`src/rtl/shr_seq_ctrl.sv`:
```
// shr_seq_ctrl: sequencer for the 10-bit serial-in shift register (shr10).
// It accepts a word over start/busy and presets the shifter with a one-cycle ld3ff.
// It then shifts the word in MSB first, one bit per en pulse, with GAP idle cycles
// between pulses.
//
// Optional feature macro: SHR_SEQ_VERIFY_EN
//   defined   - the shifter contents are checked against the latched word on entry
//               to DONE, and err is sticky until the next accept.
//   undefined - err is tied low and q_in is ignored.
//
// state  | meaning
// -------+--------------------------------------------------------------
// IDLE   | waiting for start
// PRESET | ld3ff high for one cycle, which presets the shifter to all ones
// SHIFT  | en high, si = current MSB of the word copy
// WAIT   | inter-pulse gap, en low, si already holds the next bit
// DONE   | done high for one cycle, then back to IDLE
//
// All outputs come straight from flops, so no input reaches an output combinationally.

module shr_seq_ctrl #(
    parameter int WIDTH = 10,
    parameter int GAP   = 0
) (
    input  logic             clk,
    input  logic             rst,
    input  logic             start,
    input  logic [WIDTH-1:0] din,
    output logic             busy,
    output logic             ld3ff,
    output logic             en,
    output logic             si,
    input  logic [WIDTH-1:0] q_in,
    output logic             done,
    output logic             err
);

    typedef enum logic [2:0] {
        S_IDLE,
        S_PRESET,
        S_SHIFT,
        S_WAIT,
        S_DONE
    } state_t;

    localparam logic [3:0] C_WIDTH = 4'(WIDTH);
    localparam logic [3:0] C_GAP   = 4'(GAP);

    state_t           r_state;
    logic [WIDTH-1:0] r_sreg;
    logic [3:0]       r_bcnt;
    logic [3:0]       r_gcnt;
    logic             r_busy;
    logic             r_ld3ff;
    logic             r_en;
    logic             r_si;
    logic             r_done;

`ifdef SHR_SEQ_VERIFY_EN
    logic [WIDTH-1:0] r_word;
    logic             r_err;
    logic             w_mismatch;

    // The last shift lands on the same edge that enters DONE. The comparison
    // therefore uses the shifter value as it will be after that edge.
    assign w_mismatch = ({q_in[WIDTH-2:0], r_sreg[WIDTH-1]} != r_word);
    assign err        = r_err;
`else
    logic w_unused_q_in;

    assign w_unused_q_in = ^q_in;
    assign err           = 1'b0;
`endif

    assign busy  = r_busy;
    assign ld3ff = r_ld3ff;
    assign en    = r_en;
    assign si    = r_si;
    assign done  = r_done;

    // Sequencer FSM. Each output flop is loaded with its value for the state being entered.
    always_ff @(posedge clk) begin
        if (rst) begin
            r_state <= S_IDLE;
            r_sreg  <= '0;
            r_bcnt  <= '0;
            r_gcnt  <= '0;
            r_busy  <= 1'b0;
            r_ld3ff <= 1'b0;
            r_en    <= 1'b0;
            r_si    <= 1'b0;
            r_done  <= 1'b0;
`ifdef SHR_SEQ_VERIFY_EN
            r_word  <= '0;
            r_err   <= 1'b0;
`endif
        end else begin
            r_ld3ff <= 1'b0;
            r_en    <= 1'b0;
            r_si    <= 1'b0;
            r_done  <= 1'b0;
            case (r_state)
                S_IDLE: begin
                    if (start) begin
                        r_state <= S_PRESET;
                        r_sreg  <= din;
                        r_bcnt  <= C_WIDTH;
                        r_busy  <= 1'b1;
                        r_ld3ff <= 1'b1;
`ifdef SHR_SEQ_VERIFY_EN
                        r_word  <= din;
                        r_err   <= 1'b0;
`endif
                    end
                end
                S_PRESET: begin
                    r_state <= S_SHIFT;
                    r_en    <= 1'b1;
                    r_si    <= r_sreg[WIDTH-1];
                end
                S_SHIFT: begin
                    r_sreg <= {r_sreg[WIDTH-2:0], 1'b0};
                    r_bcnt <= r_bcnt - 4'd1;
                    if (r_bcnt == 4'd1) begin
                        r_state <= S_DONE;
                        r_done  <= 1'b1;
`ifdef SHR_SEQ_VERIFY_EN
                        r_err   <= r_err | w_mismatch;
`endif
                    end else if (GAP > 0) begin
                        r_state <= S_WAIT;
                        r_gcnt  <= C_GAP;
                        r_si    <= r_sreg[WIDTH-2];
                    end else begin
                        r_en <= 1'b1;
                        r_si <= r_sreg[WIDTH-2];
                    end
                end
                S_WAIT: begin
                    r_gcnt <= r_gcnt - 4'd1;
                    r_si   <= r_sreg[WIDTH-1];
                    if (r_gcnt == 4'd1) begin
                        r_state <= S_SHIFT;
                        r_en    <= 1'b1;
                    end
                end
                S_DONE: begin
                    r_state <= S_IDLE;
                    r_busy  <= 1'b0;
                end
                default: begin
                    r_state <= S_IDLE;
                    r_busy  <= 1'b0;
                end
            endcase
        end
    end

endmodule
```
`config.mk`:
```
export PLATFORM = sky130hd
export DESIGN_NAME = shr_seq_ctrl
export DESIGN_NICKNAME = d
export VERILOG_FILES = /design/src/rtl/shr_seq_ctrl.sv
export SDC_FILE = /design/constraint.sdc
export NUM_CORES = 1
export LEC_CHECK = 0
export CORE_MARGIN = 5
export CORE_UTILIZATION = 48
export CTS_CLUSTER_DIAMETER = 120
export CTS_CLUSTER_SIZE = 12
export DETAILED_ROUTE_END_ITERATION = 10
export PLACE_DENSITY = 0.82
export REMOVE_ABC_BUFFERS = 1
export SYNTH_ARGS = -nofsm -noshare
export SYNTH_HDL_FRONTEND = slang
export SYNTH_SLANG_ARGS = --single-unit
```
`constraint.sdc`:
```
create_clock -name clk -period 2 [get_ports clk]
set_input_delay 0.6 -clock clk [delete_from_list [all_inputs] [get_ports clk]]
set_output_delay 0.6 -clock clk [all_outputs]
set_load 0.02 [all_outputs]
```
==> flow_summary_export.csv <==
group,metric,value,unit
logic_synthesis,syn_avg_cell_area,9.58,µm²
power_and_ir_drop,p_leak,0.519,nW
logic_synthesis,ys_ff_latch,26,
final_layout,drive_gt1_share,14.9,%
final_layout,syn_to_final_growth,19.0,%
clock_network,cts.sinks,26,
logic_synthesis,ys_seq_area_share,43.5,%
global_routing,antenna_found_initial,0,
clock_network,cts_max_level,1,
logic_synthesis,netlist_area,1200,µm²
sta,rsz0062_at_grt,"false",
logic_synthesis,synthCells,125,
final_layout,finalNetCount,169,
route,drt_iter0_markers,26,
placement,gp_congestion,0.742,
min_path,min_path_cells,2,
critical_path,ff2ff_setup_slack,0.30,ns
critical_path,cp_num_buf_inv,1,
logic_synthesis,synth_top_area_share,43.5,%
sta,fin_crit_sh,93.6,%
route,dr.pass1.iters,4,
sta,setup_tns,0,ns
clock_network,clockBufferDepth,2,
global_routing,grt_util_all_layers,14.6,%
placement,dp_hpwl,1750,µm
floorplan,fp.dieH,59.9,µm
route,vias_per_cell,5.65,
placement,dp_cells,167,
route,vias,966,
critical_path,crit_family,"buffers and inverters",
route,drc_errors,0,
clock_network,cts_tree,"yes",
clock_network,insertion_delay,0.33,ns
logic_synthesis,yosysWarnings,0,
logic_synthesis,async_flop_share,0,%
clock_network,path_clk_slew,0.15,ns
route,wl_per_cell,14.1,µm
logic_synthesis,synth_ff_type,"dfxtp_1",
sta,worst_slew_pin_slew,0.520,ns
floorplan,pin_count,29,
clock_network,numCtsBuffers,3,
sta,drv_slew,0,
min_path,worstHoldPathType,"reg2reg",
power_and_ir_drop,pwr_density_cell,829,nW/µm²
critical_path,arrival,1.27,ns
power_and_ir_drop,ir_worst_vdd,0.506,mV
floorplan,coreArea,2430,µm²
clock_network,clk_root_buffer_cell,"clkbuf_4",
logic_synthesis,yosys-top-cells-area,"dfxtp_1, nor3_1, o22ai_2",
clock_network,ctsHoldBuffers,0,
critical_path,worstSetupPathType,"reg2out",
floorplan,start_util,49.2,%
logic_synthesis,synth_area_leader_cell,"dfxtp_1",
clock_network,cts_resized,0,
critical_path,critPathCaptureType,"output pin",
final_layout,layout.cells.non_filler,171,
critical_path,worstPathRequired,1.40,ns
floorplan,rows,18,
run,drv_cap,0,
critical_path,path_cells,"clkdlybuf4s50_1",
critical_path,path_max_fanout,2,
global_routing,grt_start_max_net_pins,16,
final_layout,n_antenna_cell,0,
placement,io_buffers,17,
clock_network,post_cts_buffers,0,
sta,hold_viol,0,
floorplan,die_w,59.9,µm
sta,skew,0.0107,ns
critical_path,critical-path-max-stage-delay,0.60,ns
critical_path,worstReg2RegEnd,"r_gcnt[3]$_SDFFE_PP0N_",
sta,period_minus_slack,1.87,ns
sta,slew_headroom,65.4,%
sta,fmax,534,MHz
critical_path,r2r_start,"r_state[1]$_SDFFE_PP0P_",
global_routing,grt_pass1_wl,4020,µm
floorplan,die_area,3590,µm²
logic_synthesis,yosysUniqueCellTypes,38,
critical_path,slowest_stage,"clkdlybuf4s50_1",
global_routing,grt_pass1_vias,983,
global_routing,gr-total-overflow,0,
critical_path,start_kind,"flop",
logic_synthesis,synth_edf_count,0,
min_path,min_to,"r_sreg[0]$_SDFFE_PP0P_",
sta,setup_viol,0,
min_path,hold_start,"r_sreg[0]$_SDFFE_PP0P_",
route,drt-total-wl,2410,µm
status,status,"complete, no violations",
final_layout,n_fill_cell,212,
critical_path,worstRegToRegCells,3,
route,postRouteAntennaNets,0,
where the power goes:
group          switching, mW  leakage, nW  internal [mW]
Clock                  0.159       0.0279          0.203
Sequential            0.0350        0.214          0.562
Combinational          0.110        0.278          0.112
Total                  0.304        0.519          0.877
synthesized netlist by cell type (2+ instances only):
cell type and number:
buf_2 2, buf_4 3, dfxtp_1 26, a21oi_1 6, buf_6 3, clkbuf_1 3
nand3_1 4, nor4b_1 2, nor2_1 9, a211oi_1 2, o22ai_2 5, ha_1 4
nor4_1 2, o22ai_1 3, inv_1 5, nand2_1 3, nor3_1 22
routing by layer:
| layer | track usage, % | wire length [µm] | share of wire, % | vias up |
|---|---|---|---|---|
| met5 | 0 | 0 | 0 | - |
| met4 | 7.91 | 41 | 1.7 | 0 |
| met3 | 1.30 | 83 | 3.5 | 4 |
| met2 | 25.9 | 1250 | 52 | 22 |
| met1 | 17.2 | 1030 | 43 | 462 |
| li1 | - | - | - | 478 |
worst register-to-register path: stages, from the launching register on:
cell and delay (ns):
dfxtp_1 0.58, and3b_1 0.31, nor4b_1 0.34, mux2_2 0.38
layout make-up:
class                      instances  area (µm²)  share of cell area [%]
clock buffer                       3        22.5                    1.58
clock inverter                     1        30.0                    2.11
inverter                           5        18.8                    1.32
multi-input combinational         83         581                    40.7
sequential                        26         520                    36.5
tap                               30        37.5                    2.63
timing repair buffer              23         215                    15.1
sequential cells by signal, summed over array words and instances (netlist names):
register and cells:
busy 1, done 1, en 1, ld3ff 1, r_bcnt 4, r_gcnt 4, r_sreg 10, r_state 3
si 1
placed cells by master, fill, tap and decap left out, types with 2 or more instances in the layout:
cell type	synthesis	layout
o22ai_2	5	5
clkdlybuf4s50_1	0	17
dfxtp_1	26	26
buf_4	3	6
o22ai_1	3	3
inv_1	5	5
nor3_1	22	22
nor4_1	2	2
nor4b_1	2	2
a21oi_1	6	6
nor2_1	9	9
clkbuf_4	0	3
a211oi_1	2	2
nand2_1	3	3
nand3_1	4	4
ha_1	4	4
logic make-up after synthesis:
family                     count (synthesis)  share of synthesized area (%)
and+or+nand+nor                           54                           27.5
DFF                                       26                           43.5
AOI/OAI and AO/OA                         21                           14.1
buffers and inverters                     16                           8.05
adders and majority gates                  4                           4.18
xor gates and xnor gates                   2                           1.46
other                                      1                          0.313
muxes                                      1                          0.940
worst max-delay path by stage:
stage | cells past startpoint | from | to
6_report | 1 | busy$_SDFFE_PP0P_ | busy
2_1_floorplan | 3 | r_state[0]$_SDFFE_PP0P_ | r_gcnt[3]$_SDFFE_PP0N_
5_1_grt | 1 | busy$_SDFFE_PP0P_ | busy
3_5_place_dp | 4 | start | r_sreg[3]$_SDFFE_PP0P_
4_1_cts | 1 | busy$_SDFFE_PP0P_ | busy
3_3_place_gp | 4 | start | r_sreg[2]$_SDFFE_PP0P_
stage by stage:
stage / cell area, µm² / total power [mW] / hold WS, ns / util [%] / worst slack (ns)
floorplan: 1120 / 0.739 / 0.442 / - / 0.478
global placement: 1370 / 0.816 / 0.457 / 56.4 / -0.0502
detailed placement: 1370 / 0.831 / 0.469 / 56.4 / -0.0845
CTS: 1430 / 1.18 / 0.487 / 58.6 / 0.106
global route: 1430 / 1.23 / 0.516 / 58.6 / 0.0793
finish: 1430 / 1.18 / 0.484 / 58.6 / 0.128
Note: power is estimated with default switching activity, not from simulation.
==> RTL edit 1: new RTL, config.mk and constraints unchanged <==
Register the input `start` before use, with the module's reset. The logic sees it one clock later. The other inputs are not delayed to match. Comments in the files are not updated.
--- a/src/rtl/shr_seq_ctrl.sv
+++ b/src/rtl/shr_seq_ctrl.sv
@@ -46,4 +46,14 @@
     localparam logic [3:0] C_WIDTH = 4'(WIDTH);
     localparam logic [3:0] C_GAP   = 4'(GAP);
+
+    logic start_q;
+
+    always_ff @(posedge clk) begin
+        if (rst) begin
+            start_q <= '0;
+        end else begin
+            start_q <= start;
+        end
+    end
 
     state_t           r_state;
@@ -102,5 +112,5 @@
             case (r_state)
                 S_IDLE: begin
-                    if (start) begin
+                    if (start_q) begin
                         r_state <= S_PRESET;
                         r_sreg  <= din;
Check against the original RTL: not equivalent (Yosys sat finds a counterexample within 4 cycles, from zero or initial values and one cycle with rst high).
==> RTL edit 1 against the original RTL <==
Combinational power shrank 32%. Global-route usage increased by 0.53 points. Cell area is 1.5% lower. Wire length fell by 1.4%. Power is 17% lower. Clock power down 35%. Area after synthesis did not move. Sequential cell count increased by 1. Clock skew decreased by 0.0039 ns. Sequential share of layout area grew 2.0 points. Worst setup slack lost 0.0081 ns. Fmax decreased by 0.43%. Critical path type unchanged.
==> RTL edit 1: results (changes against the original RTL) <==
status - completed (unchanged)
multi-input combinational area share - 40.0% (was 40.7%)
Non-clk invs - 6 (was 5)
post-synthesis sequential area ratio - 45.1% (was 43.5%)
Vias per Instance - 5.62 (was 5.65)
# placed instances - 171 (was 167)
Layout clock area frac - 1.87% (was 3.69%)
Seq Cell Count - 27 (was 26)
Synth Area in Compound Gates - 16.1% (was 14.1%)
drt wl/cell - 13.6 µm (was 14.1 µm)
Routability Congestion - 0.777 (was 0.742)
Post-Synthesis Cells - 130 (was 125)
GRT Overall Usage - 15.2% (was 14.6%)
Design Area, Final - 0.00140 mm² (was 0.00143 mm²)
multi-input gates - 85 (was 83)
commonest cells in the netlist - 27 x dfxtp_1, 14 x nor3_1, 11 x a21oi_1 (was 26 x dfxtp_1, 22 x nor3_1, 9 x nor2_1)
CLK BUF - 4 (was 3)
mapped cell area - 0.00120 mm² (unchanged)
hold_ws - 0.485 ns (was 0.484 ns)
vias in the first global route - 948 (was 983)
FF+latch area - 541 µm² (was 520 µm²)
wire length of the first global-routing pass - 4200 µm (was 4020 µm)
DP HPWL - 1720 µm (was 1750 µm)
Crit Reg-Reg Endpoint - r_sreg[7] (was r_gcnt[3])
maximum resistive drop on vdd - 0.000475 V (was 0.000506 V)
## RTL edit 1: cell count changes after synthesis, moves of 3 or more
| cell | before | now |
|---|---|---|
| nor3_1 | 22 | 14 |
| nand3_1 | 4 | 7 |
| a21oi_1 | 6 | 11 |
| nor2_1 | 9 | 5 |
| a22oi_1 | 1 | 4 |
| o22ai_2 | 5 | 1 |
## RTL edit 1: routing by layer
metal	vias to the layer above	part of all wire, %	GRT usage, %
met3	2	4.0	3.46
met2	19	49	24.2
met5	-	0	0
met4	0	1.4	4.75
met1	467	45	20.2
li1	495	-	-
## RTL edit 1: power groups by stage
stage | logic, mW | clock network (mW) | registers [mW]
3_3_place_gp | 0.144 | 0 | 0.601
6_report | 0.151 | 0.235 | 0.591
2_1_floorplan | 0.0798 | 0 | 0.603
3_5_place_dp | 0.151 | 0 | 0.603
4_1_cts | 0.151 | 0.239 | 0.591
5_1_grt | 0.170 | 0.265 | 0.596
==> RTL edit 2: new RTL, same settings <==
Without the edit above. The parameter `WIDTH` goes from 10 to 14.
--- a/src/rtl/shr_seq_ctrl.sv
+++ b/src/rtl/shr_seq_ctrl.sv
@@ -20,5 +20,5 @@
 
 module shr_seq_ctrl #(
-    parameter int WIDTH = 10,
+    parameter int WIDTH = 14,
     parameter int GAP   = 0
 ) (
Interface: changed (resized din and q_in); port bits go from 29 to 37. No check against the original RTL was run, so the function may have changed too.
==> RTL edit 2 against the original RTL <==
Wire length grew 30%. Area after synthesis grew 28%. Fmax shrank 0.43%. Worst setup slack lost 0.0080 ns. Sequential cell count grew 4. Combinational power grew 36%. Core utilization grew 0.098 points. Register-to-register slack gained 0.13 ns. Power grew 15%. Cell area grew 26%. Largest cell class unchanged.
==> RTL edit 2: results (changes against the original RTL) <==
commonest cells in the netlist - 30 x dfxtp_1, 19 x nor2_1, 18 x inv_1 (was 26 x dfxtp_1, 22 x nor3_1, 9 x nor2_1)
largest net degree at the start of global routing - 35 (was 16)
DP HPWL - 2120 µm (was 1750 µm)
GRT met1 Usage - 18.7% (was 17.2%)
hold_ws - 0.477 ns (was 0.484 ns)
status - completed (unchanged)
GR Layer Usage met3 - 4.89% (was 1.30%)
Met1 Wirelength - 1330 µm (was 1030 µm)
DR WL met3 - 206 µm (was 83 µm)
GRT Overall Usage - 16.7% (was 14.6%)
# placed instances - 216 (was 167)
met2 GRT Util - 28.4% (was 25.9%)
maximum resistive drop on vdd - 0.000400 V (was 0.000506 V)
count of cell types in the netlist - 39 (was 38)
Leak - 0.691 nW (was 0.519 nW)
share of layout cells above drive strength 1 - 16.1% (was 14.9%)
worst hold start - r_sreg[4] (was r_sreg[0])
Nets - 214 (was 169)
worst reg2reg path startpoint - r_state[0] (was r_state[1])
Power Dens Cells - 757 mW/mm² (was 829 mW/mm²)
post-synthesis sequential area ratio - 39.2% (was 43.5%)
wire length of the first global-routing pass - 5660 µm (was 4020 µm)
DR WL met2 - 1530 µm (was 1250 µm)
clock skew - 0.00825 ns (was 0.0107 ns)
CTS buffer count - 5 (was 3)
DR iter-0 viols - 66 (was 26)
Worst-Margin Slew - 0.833 ns (was 0.520 ns)
Port Buffers - 21 (was 17)
H-tree depth - 2 (was 1)
vias in the first global route - 1283 (was 983)
area of placed instances - 0.00173 mm² (was 0.00137 mm²)
Mean Syn Cell Area - 9.41 µm² (was 9.58 µm²)
Flop pwr share - 50.3% (was 50.6%)
drt total wl - 3120 µm (was 2410 µm)
clk slew on worst S/H paths - 0.09 ns (was 0.15 ns)
Endpoint, Worst Hold - r_sreg[4] (was r_sreg[0])
DP Worst Slack - -0.112 ns (was -0.0845 ns)
logic gate share of total power - 22.3% (was 18.8%)
RTL edit 2: final cells by class:
type / instances / area (µm²)
Fill cell: 294 / 1260
Multi-Input combinational cell: 99 / 756
Sequential cell: 30 / 601
Timing Repair Buffer: 25 / 253
Inverter: 18 / 67.6
Clock buffer: 7 / 55.1
Tap cell: 44 / 55.1
Clock inverter: 1 / 5.00
RTL edit 2: logic make-up (layout without fill, tap and decap cells):
logic type / count (synthesis) / in the layout / share of synthesized area (%)
and+or+nand+nor: 45 / 45 / 16.5
xor gates and xnor gates: 2 / 2 / 1.14
DFF: 30 / 30 / 39.2
AOI/OAI and AO/OA: 47 / 47 / 28.1
adders and majority gates: 4 / 4 / 3.26
other: 1 / 1 / 0.244
buffers and inverters: 34 / 51 / 11.6
RTL edit 2: worst register-to-register path, stage by stage (launching register included):
cell	delay, ns
dfxtp_1	0.45
nor2_8	0.33
o21ai_2	0.32
a221oi_1	0.36
